## src/rtl/note_sequencer.sv

```systemverilog
// Melody sequencer: walks a loadable note table and hands one (half-period, volume)
// command per note to the tone stage over valid/ready, holding each note for its duration.
module note_sequencer #(
    parameter int DEPTH    = 32,
    parameter int TICK_DIV = 25000,
    parameter int LOOP     = 0
) (
    input  logic                     i_Clk,
    input  logic                     i_Reset,
    input  logic                     i_Start,
    input  logic                     i_Stop,
    input  logic                     i_Wr_En,
    input  logic [$clog2(DEPTH)-1:0] i_Wr_Addr,
    input  logic [26:0]              i_Wr_Data,
    output logic [15:0]              o_Half_Period,
    output logic [2:0]               o_Volume,
    output logic                     o_Valid,
    input  logic                     i_Ready,
    output logic                     o_Busy,
    output logic                     o_Done
);

    localparam int ADDR_W  = $clog2(DEPTH);
    localparam int PRESC_W = (TICK_DIV > 1) ? $clog2(TICK_DIV) : 1;

    localparam logic [PRESC_W-1:0] PRESC_LAST = PRESC_W'(TICK_DIV - 1);
    localparam logic [ADDR_W:0]    PTR_ONE    = (ADDR_W + 1)'(1);

    localparam logic [2:0] ST_IDLE    = 3'd0;
    localparam logic [2:0] ST_READ    = 3'd1;
    localparam logic [2:0] ST_ISSUE   = 3'd2;
    localparam logic [2:0] ST_HOLD    = 3'd3;
    localparam logic [2:0] ST_SILENCE = 3'd4;

    logic [26:0]        r_Mem [DEPTH];
    logic [26:0]        r_Rd_Data;
    logic [2:0]         r_State;
    logic [ADDR_W:0]    r_Ptr;
    logic [PRESC_W-1:0] r_Presc;
    logic [7:0]         r_Dur;

    logic [2:0]         w_State_Next;
    logic [ADDR_W:0]    w_Ptr_Next;
    logic               w_Wr_Ok;
    logic               w_End;
    logic               w_Hold_Last;
    logic [2:0]         w_Ent_Vol;
    logic [15:0]        w_Ent_Hp;
    logic [7:0]         w_Ent_Dur;

    assign o_Busy      = (r_State != ST_IDLE);
    assign w_Wr_Ok     = i_Wr_En && !o_Busy && !i_Reset;
    assign w_Ent_Vol   = r_Rd_Data[26:24];
    assign w_Ent_Hp    = r_Rd_Data[23:8];
    assign w_Ent_Dur   = r_Rd_Data[7:0];
    assign w_End       = r_Ptr[ADDR_W] || (w_Ent_Dur == 8'd0);
    assign w_Hold_Last = (r_Presc == PRESC_LAST) && (r_Dur == 8'd1);

    always_ff @(posedge i_Clk) begin
        if (w_Wr_Ok) begin
            r_Mem[i_Wr_Addr] <= i_Wr_Data;
        end
    end

    // Read is addressed by the next pointer so the entry is ready during READ;
    // a write to that address in the same cycle is forwarded.
    always_ff @(posedge i_Clk) begin
        if (w_Wr_Ok && (i_Wr_Addr == w_Ptr_Next[ADDR_W-1:0])) begin
            r_Rd_Data <= i_Wr_Data;
        end else begin
            r_Rd_Data <= r_Mem[w_Ptr_Next[ADDR_W-1:0]];
        end
    end

    always_comb begin
        w_State_Next = r_State;
        w_Ptr_Next   = r_Ptr;
        case (r_State)
            ST_IDLE: begin
                if (i_Start && !i_Stop) begin
                    w_State_Next = ST_READ;
                    w_Ptr_Next   = '0;
                end
            end
            ST_READ: begin
                if (i_Stop) begin
                    w_State_Next = ST_SILENCE;
                end else if (w_End) begin
                    if ((LOOP != 0) && (r_Ptr != '0)) begin
                        w_State_Next = ST_READ;
                        w_Ptr_Next   = '0;
                    end else begin
                        w_State_Next = ST_SILENCE;
                    end
                end else begin
                    w_State_Next = ST_ISSUE;
                end
            end
            ST_ISSUE: begin
                if (i_Stop) begin
                    w_State_Next = ST_SILENCE;
                end else if (i_Ready) begin
                    w_State_Next = ST_HOLD;
                end
            end
            ST_HOLD: begin
                if (i_Stop) begin
                    w_State_Next = ST_SILENCE;
                end else if (w_Hold_Last) begin
                    w_State_Next = ST_READ;
                    w_Ptr_Next   = r_Ptr + PTR_ONE;
                end
            end
            ST_SILENCE: begin
                if (i_Ready) begin
                    w_State_Next = ST_IDLE;
                    w_Ptr_Next   = '0;
                end
            end
            default: begin
                w_State_Next = ST_IDLE;
                w_Ptr_Next   = '0;
            end
        endcase
    end

    always_ff @(posedge i_Clk) begin
        if (i_Reset) begin
            r_State       <= ST_IDLE;
            r_Ptr         <= '0;
            r_Presc       <= '0;
            r_Dur         <= '0;
            o_Valid       <= 1'b0;
            o_Done        <= 1'b0;
            o_Half_Period <= '0;
            o_Volume      <= '0;
        end else begin
            r_State <= w_State_Next;
            r_Ptr   <= w_Ptr_Next;
            o_Done  <= 1'b0;

            if (r_State == ST_HOLD) begin
                if (r_Presc == PRESC_LAST) begin
                    r_Presc <= '0;
                    r_Dur   <= r_Dur - 8'd1;
                end else begin
                    r_Presc <= r_Presc + 1'b1;
                end
            end

            if ((w_State_Next == ST_SILENCE) && (r_State != ST_SILENCE)) begin
                o_Valid       <= 1'b1;
                o_Half_Period <= '0;
                o_Volume      <= '0;
            end else if ((r_State == ST_READ) && (w_State_Next == ST_ISSUE)) begin
                o_Valid       <= 1'b1;
                o_Half_Period <= w_Ent_Hp;
                o_Volume      <= (w_Ent_Hp == 16'd0) ? 3'd0 : w_Ent_Vol;
                r_Dur         <= w_Ent_Dur;
            end else if ((r_State == ST_ISSUE) && (w_State_Next == ST_HOLD)) begin
                o_Valid <= 1'b0;
                r_Presc <= '0;
            end else if ((r_State == ST_SILENCE) && (w_State_Next == ST_IDLE)) begin
                o_Valid <= 1'b0;
                o_Done  <= 1'b1;
            end
        end
    end

endmodule

```

## config.mk

```make
export PLATFORM = sky130hd
export DESIGN_NAME = note_sequencer
export DESIGN_NICKNAME = d
export VERILOG_FILES = /design/src/rtl/note_sequencer.sv
export SDC_FILE = /design/constraint.sdc
export NUM_CORES = 1
export LEC_CHECK = 0
export ABC_AREA = 0
export BUFFER_PORTS_ARGS = -buffer_cell sky130_fd_sc_hd__buf_2
export CAP_MARGIN = 0
export CORE_AREA = 2 2 345 347
export DETAILED_ROUTE_END_ITERATION = 10
export DIE_AREA = 0 0 347 349
export SYNTH_ARGS = -nofsm -noshare
export SYNTH_HDL_FRONTEND = slang
export SYNTH_SLANG_ARGS = --single-unit
```

## constraint.sdc

```tcl
create_clock -name i_Clk -period 4.7 [get_ports i_Clk]
set_clock_uncertainty 0.1 [all_clocks]
set_input_delay 0.235 -clock i_Clk [delete_from_list [all_inputs] [get_ports i_Clk]]
set_output_delay 0.235 -clock i_Clk [all_outputs]
set_load 0.01 [all_outputs]
```

Yosys cells after proc, flatten, opt, wreduce, memory -nomap -nowiden:

Memory sizes are Yosys's and may differ from the RTL's. A register that Yosys moved wholly into a read port is not among the register bits.
Index checks and enable logic that the tools add are counted.
W data, S select, Z words.

* bits in registers: 53
* memory bits (writable): 864
* input bits: 38
* word-level logic and storage cells: 81
* memories kept: 1

* add/sub/neg operators: 3
* eq/ne operators: 14
* mux-type cells: 31
* bitwise operators: 1
* reductions and logical operators: 22

Memory list
* r_Mem: depth 32, width 27, read ports 1, clocked after memory_dff 1, write ports 1, line 35 `logic [26:0] r_Mem [DEPTH];`

Operators with widths (count)
* $mux W15: 5
* $mux W8: 4
* $mux W3: 9
* $mux W6: 4
* $pmux W6 S4: 1
* $logic_not A16 Y1: 1
* $add A15 B1 Y15 const B: 1
* $eq A15 B15 Y1 const B: 1
* $pmux W3 S5: 1
* $eq A3 B2 Y1 const B: 4
* $eq A8 B1 Y1 const B: 1
* $logic_and A1 B1 Y1: 8
* $logic_not A8 Y1: 1
* $ne A2 B2 Y1 const B: 4
* $sub A8 B1 Y8 const B: 1
* $mux W1: 7
* $add A6 B1 Y6 const B: 1
* $eq A3 B3 Y1 const B: 2
* $logic_not A3 Y1: 2
* $reduce_and A5 Y1: 1
* $reduce_bool A4 Y1: 1
* $reduce_or A2 Y1: 2
* $reduce_or A4 Y1: 1
* $eq A3 B1 Y1 const B: 1
* other kinds (5): 7

Longest topological paths before layout:

Gate-level depths: netlist (run 1).

* depth after elaboration: 11
* depth in mapped cells: 16

Least setup slack after synthesis (run 1):

Ideal clock, no wire load.

* path kind: reg2reg
* from: reg r_State[0]
* to: mem r_Mem[12][0] (enable)
* arrival time: 3.601 ns
* required time: 4.155 ns
* slack: 0.554 ns
* cell stages (with the launch flop): 6
* path buffers: 1
* path through: dfxtp_1 -> clkbuf_1 -> or2_2 -> nor4b_1 -> nand4b_1 -> nor3_1

* cells in the longest elaborated chain, start to end: 6

RTL lines
* from (decl): line 37 `logic [2:0] r_State;`
* from (signal assigned): line 138 `r_State <= w_State_Next;`
* $reduce_bool A3 Y1: line 51 `assign o_Busy = (r_State != ST_IDLE);`
* $logic_not A1 Y1: line 52 `assign w_Wr_Ok = i_Wr_En && !o_Busy && !i_Reset;`
* $logic_and A1 B1 Y1 (2 in series): line 52
* $mux W1: line 60 `if (w_Wr_Ok) begin`
* $mux W1 (implied by the code): line 61 `r_Mem[i_Wr_Addr] <= i_Wr_Data;`
* to (decl): line 35

Every way passes these cells.

==> results of run 1 <==
[kinds of logic (layout without fill, tap and decap cells)]
family / count (synthesis) / count (layout) / synth area share
adder cells (fa/ha/maj): 4 / 4 / 0.00139
buffers and inverters: 108 / 330 / 0.0210
AND/OR/NAND/NOR: 303 / 303 / 0.0448
XOR/XNOR: 19 / 19 / 0.00461
flip-flops: 922 / 922 / 0.752
multiplexers: 340 / 340 / 0.142
AO/OA/AOI/OAI: 172 / 172 / 0.0345
[layout by cell type, fill, tap and decap left out, types with 27 or more instances in the layout]
master	n
nand3_1	27
mux2i_1	189
nor2_4	30
nand4_1	28
dlygate4sd3_1	31
buf_4	62
edfxtp_1	864
dfxtp_1	54
nand2_1	43
a22oi_1	79
mux4_2	122
nor2_1	51
clkbuf_16	90
buf_2	59
nor2b_1	34
[area by class of cell]
type / count / area [sq um]
Tap cell: 1536 / 1920
Timing Repair Buffer: 163 / 1290
Clock buffer: 114 / 2360
Multi-Input combinational cell: 838 / 8500
Inverter: 6 / 22.5
Clock inverter: 47 / 319
Fill cell: 10800 / 75900
Sequential cell: 922 / 27100
[metal layers]
| layer | part of all wire | global-route usage | routed length [um] | vias up |
|---|---|---|---|---|
| li1 | - | - | - | 7940 |
| met1 | 0.44 | 0.209 | 40200 | 9799 |
| met2 | 0.47 | 0.238 | 43300 | 694 |
| met3 | 0.065 | 0.0263 | 5950 | 147 |
| met4 | 0.028 | 0.0453 | 2580 | 0 |
| met5 | 0 | 0 | 0 | - |
[cells in the mapped netlist, types with 27 or more instances]
cell | number | area share
dfxtp_1 | 58 | 0.032
nand3_1 | 27 | 0.0037
mux4_2 | 122 | 0.076
clkbuf_1 | 27 | 0.0028
mux2i_1 | 189 | 0.052
nor2b_1 | 34 | 0.0059
nor2_1 | 81 | 0.0084
edfxtp_1 | 864 | 0.72
nor3_1 | 27 | 0.0037
nand4_1 | 28 | 0.0049
nand2_1 | 43 | 0.0045
a22oi_1 | 79 | 0.016
[worst reg2reg max path, stage by stage, from the launching register on]
cell      delay [ns]
dfxtp_1         0.63
buf_4           0.45
nand2b_1        0.32
or2_2           0.52
o22ai_1         0.27
nor3_1          0.68
nor4_1          0.15
nand4_1         0.40
nand4_1         0.17
a21oi_1         0.21
[flip-flops by register name, indices dropped and copies added, names as in the netlist, named ones only]
signal / cells
o_Done: 1
o_Half_Period: 16
o_Valid: 1
o_Volume: 3
r_Dur: 8
r_Mem: 864
r_Presc: 15
r_Ptr: 6
r_State: 3
[report_power, final]
group / total (mW) / switching, mW / internal (mW)
clock network: 6.69 / 3.02 / 3.67
logic: 0.262 / 0.201 / 0.0611
registers: 9.02 / 0.0145 / 9.00
[final timing paths]
path                              endpoint  depth (start not counted)
setup / recovery  o_Volume[0]$_SDFFE_PP0P_                          9
hold / removal      r_Mem[6][16]$_DFFE_PP_                          1
setup reg to reg  o_Volume[0]$_SDFFE_PP0P_                          9
hold reg to reg   o_Volume[1]$_SDFFE_PP0P_                          2
==> impl_results.md, run 1 <==
* Routed Antenna Nets at 0
* Fin crit period at between 3 and 4 ns
* Clk buf depth at 3
* Worst path bufs/invs at 1
* Tcrit/Tclk final at 0.847
* Final Hold Vio Count at 0
* Vias in the first global route at approximately 19000
* EDFF count, synth at roughly 860
* Worst hold path startpoint: i_Wr_Data[16]
* Setup slack, reg-to-reg at just over 0.7 ns
* CP Cell Sequence: buf_4, nand2b_1, or2_2, o22ai_1, nor3_1, nor4_1, nand4_1, nand4_1, a21oi_1
* Vias at 18600
* Syn nets at approximately 1900
* First-pass iteration count of the detailed router at 7
* Synth warnings at 0
* Endpoints failing setup at 0
* Floorplan row count at roughly 130
* Largest net degree at the start of global routing at 83
* P&R area growth vs syn at 15.2%
* Vias per cell at between 5 and 6
* Setup_tns at 0 ns
* Worst EP required at about 5.2 ns
* Clk_lat worst skew at ~0.66 ns
* Total power at around 16 mW
* DIE HEIGHT at about 350 um
* Post-synth cell types at 68
* Slowest stage cell, crit path: nor3_1
* Layout cells sized above 1 at 0.212
* Non-Filler Instances at between 3000 and 4000
* Post-synthesis sequential element count at about 920
* Die X at 347 um
* Post-CTS sizing at 0
* Final antenna diode count at 0
* Leading register cell type out of synthesis: edfxtp_1
* Initial DRC count at approximately 2000
* Final hold slack at ~0.025 ns
* Routability cong. at around 0.79
* First-pass GRT wire length at 132000 um
* All-layer global routing usage at 0.149
* CTS sink count at a little over 900
* CP Capture Type: flip-flop
* Total Wirelength at 92100 um
* CTS buffer count at 89
* Power Density at between 300 and 400 mW/mm^2
* DRC viols at 0
* Maximum VDD drop at 272 uV
* Worst-Margin Slew at between 1 and 1.5 ns
* Fin util at 0.354
* Most frequent CP cell: nand4_1
* HPWL after DPL at roughly 52000 um
* H-tree lvl count at 3
* Cell Area, Synth at roughly 0.036 sq mm
* Slew Limit Fails at 0
* Crit path max fanout at 20
* Post-Synthesis Cells at approximately 1900
* CP Launch Type: flip-flop
* PnR worst setup slack at roughly 0.7 ns
* Avg Cell Area, Syn at between 15 and 20 sq um
* Number of hold buffers added after cts at 31
* CTS tree: yes
* Status: finished clean
* Cell family with most CP delay: simple AND/OR/NAND/NOR gates
* Starting density of the core at 0.307
* Initial antenna violation count at 1
* Fmax at around 250 MHz
* Hold WC Path Type: input pin to flip-flop
* RSZ-0062 raised after global routing: false
* Net count, final at a little over 2000
* Core area at about 0.12 sq mm
* Placed cell area at between 0.03 and 0.04 sq mm
* Post-CTS Setup Inserts at 0
* Root Buffer: clkbuf_16
* Pleak at between 10 and 15 nW
* Fin area at 0.0415 sq mm
* Max-slew headroom at 0.162
* I/O Buffers at 59
* Crit Path Category: flip-flop to flip-flop
* Die area at 0.121 sq mm
* Asr flop ratio synth at 0
* Io pins at 60
* Post-placement cell count at roughly 3400
* Clock-pin transition on the worst setup and hold timing paths at ~0.060 ns
* Post-synthesis sequential area ratio at 0.752
* GRT overflow at 0
* Drt wl/cell at between 20 and 30 um
* Total of max-cap violations at 0
* Max incr delay on CP at between 0.6 and 0.7 ns
* Arrival @ worst endpoint at ~4.5 ns
* Pre-CTS worst setup slack at about 0.8 ns
Note: power is estimated with default switching activity, not from simulation.
==> run 2, diff against run 1 <==
Settings changed: ABC_AREA 0 to 1, CORE_AREA 2 2 345 347 to 2 2 351 353, DIE_AREA 0 0 347 349 to 0 0 353 355.
Clock period 4.7 ns to 4.1 ns, I/O delays scaled along.
==> impl_results.md, run 2 <==
* Largest net degree at the start of global routing at 152 (+83%)
* Initial DRC count at 2965 (+50%)
* Cell family with most CP delay: simple AND/OR/NAND/NOR gates
* Power Density at 439 mW/mm^2 (+14%)
* Crit Path Category: flip-flop to flip-flop
* Seq pwr share at 0.544 (-0.021)
* Clk_lat worst skew at 0.66 ns (about the same)
* Hold WC Path Type: input pin to flip-flop
* Most frequent cell after synthesis: nand2_1
* I/O Buffers at 59 (unchanged)
* CP Capture Type: flip-flop
* Leading register cell type out of synthesis: edfxtp_1
* Crit path max fanout at 99 (+400%)
* Post-Synthesis Cells at 3209 (+72%)
* Synth cell count leaders: nand2_1, edfxtp_1, nand3_1
* Tcrit/Tclk final at 0.885 (+0.0379)
* Core area at 0.121 sq mm (+3.4%)
* Layout cells sized above 1 at 0.0966 (-0.116)
* Commonest non-fill, non-tap cell in the layout: nand2_1
* Synth warnings at 0 (unchanged)
* Setup_tns at 0 ns (unchanged)
* Root Buffer: clkbuf_16
* DIE HEIGHT at 355 um (+1.7%)
* Number of hold buffers added after cts at 33 (+6.5%)
* P&R area growth vs syn at 16.0%
* R2R cell count at 16 (+7)
* Pleak at 15.1 nW (+21%)
* Worst path bufs/invs at 3 (+2)
* Avg Cell Area, Syn at 11.6 sq um (-40%)
* Post-synthesis sequential element count at 922 (unchanged)
* Endpoints failing setup at 0 (unchanged)
* H-tree lvl count at 3 (unchanged)
* Maximum VDD drop at 327 uV (+20%)
* Final antenna diode count at 0 (unchanged)
* Vias at 24900 (+34%)
* Clk buf depth at 3 (unchanged)
* Cell internal pwr at 15.2 mW (+19%)
* Routability cong. at 0.792 (+0.43%)
* Worst-Margin Slew at 1.13 ns (-0.115 ns)
* CTS tree: yes
* Net Sw Frac at 0.201 (-0.00231)
* Initial antenna violation count at 2 (+1)
* Hold-critical path depth at 3 (+2)
* Total of max-cap violations at 0 (unchanged)
* R2r endpoint: o_Volume[2]$_SDFFE_PP0P_
* RSZ-0062 raised after global routing: false
* Share of the synthesized area in the top cell type at 0.695 (-0.0243)
* Status: finished clean
* Fmax at 276 MHz (+9.7%)
* Worst EP required at 4.54 ns (-0.64 ns)
* Top Registers: r_Mem: 864 flops, o_Half_Period: 16 flops, r_Presc: 15 flops
* Setup slack, reg-to-reg at 0.47 ns (-0.25 ns)
* Max incr delay on CP at 0.52 ns (-0.16 ns)
* First-pass GRT wire length at 155000 um (+18%)
* Die area at 0.125 sq mm (+3.5%)
* Drt wl/cell at 21.0 um (-17%)
* First-pass iteration count of the detailed router at 5 (-2)
* HPWL after DPL at 59100 um (+13%)
* Final hold slack at 0.0893 ns (+0.0643 ns)
* Slowest stage cell, crit path: dfxtp_4
* CTS buffer count at 93 (+4.5%)
* Arrival @ worst endpoint at 4.07 ns (-0.40 ns)
* Routed Antenna Nets at 0 (unchanged)
* Total Wirelength at 105000 um (+14%)
* Cell Area, Synth at 0.0373 sq mm (+3.5%)
* DRC viols at 0 (unchanged)
* Clock power frac at 0.440 (+0.021)
* Total power at 19.0 mW (+19%)
* All-layer global routing usage at 0.163 (+0.0138)
* Starting density of the core at 0.308 (+0.000427)
* # fillers at 11800 (+9.6%)
* Max reg flops at 864 (unchanged)
* Vias per cell at 4.99 (-2.7%)
* CP Cell Sequence: clkinv_8, buf_12, buf_12, nand2_1, nand3_1, nand2_1, a21oi_1, o31ai_1, nand3_1, and2_1, nor2_1, nand2_1, nor2_1, nand2_1, nand3_1, a21oi_1
* Post-CTS Setup Inserts at 0 (unchanged)
* Fin crit period at 3.63 ns (-0.353 ns)
* Most frequent CP cell: nand2_1
* Dominant cells by area after synthesis: edfxtp_1, nand2_1, nand3_1
* CTS sink count at 922 (unchanged)
* Post-CTS sizing at 0 (unchanged)
* Post-synthesis sequential area ratio at 0.726 (-0.0254)
* Io pins at 60 (unchanged)
* CP Launch Type: flip-flop
* Top cell type by total area after synthesis: edfxtp_1
* Hold Path Sink: r_Mem[12][24]$_DFFE_PP_
* Final Hold Vio Count at 0 (unchanged)
* Vias in the first global route at 23500 (+26%)
* Fin util at 0.357 (+0.00301)
* Clock-pin transition on the worst setup and hold timing paths at 0.06 ns (about the same)
* Worst hold path startpoint: i_Wr_Addr[0]
* Top reg by flops: r_Mem
* Max-slew headroom at 0.243 (+0.0810)
* Asr flop ratio synth at 0 (unchanged)
* Post-synth cell types at 40 (-41%)
* Floorplan row count at 128 (+1.6%)
* Net count, final at 3337 (+62%)
* Combinational share of power at 0.017 (about the same)
* Slew Limit Fails at 0 (unchanged)
* Switching power total at 3.81 mW (+18%)
* EDFF count, synth at 864 (unchanged)
* GRT overflow at 0 (unchanged)
* Most frequent cells in the layout: nand2_1, edfxtp_1, nand3_1, nor2_1, a21oi_1
* Syn nets at 3251 (+70%)
* Die X at 353 um (+1.7%)
[run 2: cell count changes in the layout (fill, tap and decap cells not counted), sizes merged, moves of 19 or more]
cell    change
nand2     +946
nand3     +357
mux2i     -189
a21oi     +168
nor2      +146
mux4      -133
o21ai      +81
a22oi      -75
o31ai      +63
inv        +48
nor2b      -34
buf        +20
a211oi     -19
nand4      -19
[run 2: logic make-up after synthesis]
| kind of cell | count (synthesis) | synth area share |
|---|---|---|
| flops | 922 | 0.726 |
| simple gates | 1641 | 0.181 |
| fa+ha+maj | 4 | 0.00134 |
| xor+xnor | 12 | 0.00282 |
| compound gates | 379 | 0.0579 |
| buf+inv | 251 | 0.0313 |
[run 2: routing by layer]
metal,GRT usage,vias up,routed length (um)
li1,-,11500,-
met1,0.225,12400,44800
met2,0.264,922,49700
met3,0.0283,151,7730
met4,0.0491,2,2720
met5,0,-,13
[run 2: power groups by stage]
stage / combinational [mW] / sequential (mW) / clock [mW]
floorplan: 0.0742 / 10.5 / 0
detailed placement: 0.292 / 10.5 / 0
global route: 0.349 / 10.3 / 8.85
CTS: 0.323 / 10.3 / 8.49
finish: 0.318 / 10.3 / 8.36
global placement: 0.286 / 10.5 / 0
[run 2: through the flow]
step                std cells  area [sq um]  setup WS, ns
floorplan                3209         37300         0.484
global placement         4792         40000         0.563
detailed placement       4792         40000         0.533
CTS                      4999         43300         0.530
global route             4999         43300         0.227
finish                   4999         43300         0.471
[run 2: how the worst max path moves through the flow]
| stage | start | slack (ns) | endpoint | cells after the start |
|---|---|---|---|---|
| 3_5_place_dp | flip-flop | 0.53 | o_Volume[2]$_SDFFE_PP0P_ | 15 |
| 5_1_grt | flip-flop | 0.23 | r_Dur[2]$_SDFF_PP0_ | 16 |
| 4_1_cts | flip-flop | 0.53 | r_Dur[2]$_SDFF_PP0_ | 16 |
| 2_1_floorplan | r_State[0]$_SDFF_PP0_ | 0.48 | r_Mem[12][0]$_DFFE_PP_ | 7 |
| 3_3_place_gp | flip-flop | 0.56 | r_Dur[2]$_SDFF_PP0_ | 16 |
| 6_report | flip-flop | 0.47 | o_Volume[2]$_SDFFE_PP0P_ | 16 |
[run 2: worst min-delay path: stages]
cell    delay, ns
buf_2        0.18
nor3_2       0.07
buf_4        0.20
[run 2: layout make-up]
| type | count | area, sq um | area share |
|---|---|---|---|
| clock buffer | 119 | 2500 | 0.0577 |
| clock inverter | 55 | 489 | 0.0113 |
| inverter | 57 | 234 | 0.00540 |
| multi-input combinational | 2036 | 9300 | 0.215 |
| sequential | 922 | 27100 | 0.626 |
| tap | 1625 | 2030 | 0.0470 |
| timing repair buffer | 185 | 1620 | 0.0375 |
==> run 3, diff against run 2 <==
Settings changed: CORE_AREA 2 2 351 353 to 2 2 277 279, DIE_AREA 0 0 353 355 to 0 0 279 281, PLACE_DENSITY set to 0.65.
==> impl_results.md, run 3 (synthesis gave the netlist of run 2 again) <==
* Status: finished clean
* Core area at 0.0754 sq mm (-38%)
* I/O Buffers at 59 (unchanged)
* Crit Path Category: flip-flop to flip-flop
* CP Capture Type: flip-flop
* Tcrit/Tclk final at 0.931 (+0.0457)
* DRC viols at 0 (unchanged)
* Crit path max fanout at 55 (-44%)
* Layout cells sized above 1 at 0.0982 (+0.00160)
* DIE HEIGHT at 281 um (-21%)
* Fmax at 262 MHz (-4.9%)
* Worst hold path startpoint: i_Wr_Addr[1]
* CTS buffer count at 93 (unchanged)
* CP Launch Type: flip-flop
* Die X at 279 um (-21%)
* Met2 WL post-DR at 47500 um (-4.4%)
* Clock power frac at 0.441 (about the same)
* Max reg flops at 864 (unchanged)
* First-pass iteration count of the detailed router at 7 (+2)
* # fillers at 6122 (-48%)
* Setup_tns at 0 ns (unchanged)
* Io pins at 60 (unchanged)
* Clk buf depth at 3 (unchanged)
* Top Registers: r_Mem: 864 flops, o_Half_Period: 16 flops, r_Presc: 15 flops
* R2r endpoint: r_Dur[0]$_SDFF_PP0_
* Wl on met1 at 42600 um (-4.9%)
* Top sig layer: met5
* Hold Path Sink: r_Mem[23][1]$_DFFE_PP_
* Slowest stage cell, crit path: dfxtp_4
* GRT overflow at 0 (unchanged)
* Arrival @ worst endpoint at 4.22 ns (+0.15 ns)
* H-tree lvl count at 3 (unchanged)
* Worst-Margin Slew at 1.14 ns (+0.00530 ns)
* HPWL after DPL at 56300 um (-4.7%)
* Vias in the first global route at 24300 (+3.4%)
* Largest net degree at the start of global routing at 149 (-2.0%)
* Hold WC Path Type: input pin to flip-flop
* CTS tree: yes
* Maximum VDD drop at 295 uV (-9.8%)
* Switching power total at 3.78 mW (-0.76%)
* R2R cell count at 17 (+1)
* Total power at 19.0 mW (+0.16%)
* Vias at 25700 (+3.1%)
* Setup slack, reg-to-reg at 0.28 ns (-0.19 ns)
* Cell internal pwr at 15.3 mW (+0.39%)
* Fin crit period at 3.82 ns (+0.187 ns)
* Clock-pin transition on the worst setup and hold timing paths at 0.06 ns (about the same)
* Most frequent cells in the layout: nand2_1, edfxtp_1, nand3_1, nor2_1, a21oi_1
* Post-CTS Setup Inserts at 0 (unchanged)
* Top reg by flops: r_Mem
* Max incr delay on CP at 0.80 ns (+0.28 ns)
* Metal3 WL at 10100 um (+31%)
* Seq pwr share at 0.543 (about the same)
* Vias per cell at 5.91 (+19%)
* CTS sink count at 922 (unchanged)
* Net count, final at 3339 (+0.060%)
* Drt wl/cell at 23.8 um (+13%)
* Die area at 0.0784 sq mm (-37%)
* Commonest non-fill, non-tap cell in the layout: nand2_1
* Power Density at 449 mW/mm^2 (+2.2%)
* Combinational share of power at 0.016 (about the same)
* Initial antenna violation count at 1 (-1)
* Total of max-cap violations at 0 (unchanged)
* Endpoints failing setup at 0 (unchanged)
* Floorplan row count at 101 (-21%)
* First-pass GRT wire length at 153000 um (-1.3%)
* Routability cong. at 0.898 (+13%)
* CP Cell Sequence: clkinv_8, buf_4, nand2_1, nand3_1, nand3_1, nand2_1, nand2_1, nand3_1, nand2_1, nand2_1, nor2_1, nand2_1, nand2_1, nor2_2, buf_4, o21ai_0, a21oi_1
* Clk_lat worst skew at 0.66 ns (about the same)
* Net Sw Frac at 0.199 (-0.00184)
* Starting density of the core at 0.495 (+0.187)
* Slew Limit Fails at 0 (unchanged)
* Final Hold Vio Count at 0 (unchanged)
* RSZ-0062 raised after global routing: false
* Routed Antenna Nets at 0 (unchanged)
* Post-CTS sizing at 0 (unchanged)
* Hold-critical path depth at 3 (unchanged)
* Pleak at 15.1 nW (about the same)
* Total Wirelength at 104000 um (-1.3%)
* Worst EP required at 4.50 ns (-0.04 ns)
* Initial DRC count at 3255 (+9.8%)
* P&R area growth vs syn at 13.6%
* Most frequent CP cell: nand2_1
* Root Buffer: clkbuf_16
* Final antenna diode count at 0 (unchanged)
* All-layer global routing usage at 0.263 (+0.0999)
* Max-slew headroom at 0.240 (-0.00355)
run 3: cell count changes in the layout (fill, tap and decap cells not counted), sizes merged:
cell / previous run / this run
bufinv: 8 / 9
clkinvlp: 3 / 5
dlygate4sd3: 33 / 35
clkbuf: 119 / 120
clkinv: 44 / 31
inv: 57 / 60
run 3: cell type report:
| class | count | area [sq um] | area share |
|---|---|---|---|
| clock buffers | 120 | 2500 | 0.0589 |
| clock inverters | 48 | 505 | 0.0119 |
| inverters | 57 | 234 | 0.00552 |
| multi-input cells | 2036 | 9290 | 0.219 |
| flip-flops and latches | 922 | 27100 | 0.639 |
| well taps | 978 | 1220 | 0.0288 |
| repair buffers | 187 | 1540 | 0.0364 |
run 3: power groups by stage:
stage | Combinational (mW) | Clock [mW] | Sequential (mW)
3_5_place_dp | 0.280 | 0 | 10.5
6_report | 0.310 | 8.40 | 10.3
3_3_place_gp | 0.270 | 0 | 10.5
5_1_grt | 0.336 | 8.85 | 10.3
4_1_cts | 0.307 | 8.48 | 10.3
2_1_floorplan | 0.0742 | 0 | 10.5
run 3: how the worst max path moves through the flow:
stage                     slack (ns)                        to  depth (start not counted)
final                           0.28       r_Dur[0]$_SDFF_PP0_                         17
after global placement          0.35       r_Dur[0]$_SDFF_PP0_                         17
after detailed placement        0.30       r_Dur[0]$_SDFF_PP0_                         17
after global routing            0.07  o_Volume[1]$_SDFFE_PP0P_                         17
after floorplan                 0.48    r_Mem[12][0]$_DFFE_PP_                          7
after CTS                       0.28       r_Dur[0]$_SDFF_PP0_                         17
run 3: critical path, delay by kind of cell, from the launching register on:
family | cells | cell delay, ns
compound gates | 2 | 0.53
buf+inv | 3 | 0.81
flops | 1 | 0.80
simple gates | 12 | 1.37
run 3: stage by stage:
stage / hold slack [ns] / setup WS, ns / util / cells / cell area (sq um)
final: 0.0329 / 0.283 / 0.562 / 4348 / 42400
after global routing: 0.0424 / 0.0684 / 0.562 / 4348 / 42400
after CTS: 0.00653 / 0.282 / 0.562 / 4348 / 42400
after detailed placement: 0.357 / 0.299 / 0.518 / 4145 / 39100
after global placement: 0.359 / 0.345 / 0.518 / 4145 / 39100
after floorplan: 0.184 / 0.484 / - / 3209 / 37300
run 3: routing by layer:
layer  vias to the layer above  GRT usage
met3                       214     0.0455
met2                      1248      0.413
met5                         -          0
li1                      11500          -
met4                         2     0.0937
met1                     12700      0.372
run 3: repair_timing:
action / CTS / global route
endpoints found under the hold margin: 787 / 0
endpoints found under the setup margin: 0 / 0
hold buffers: 35 / 0
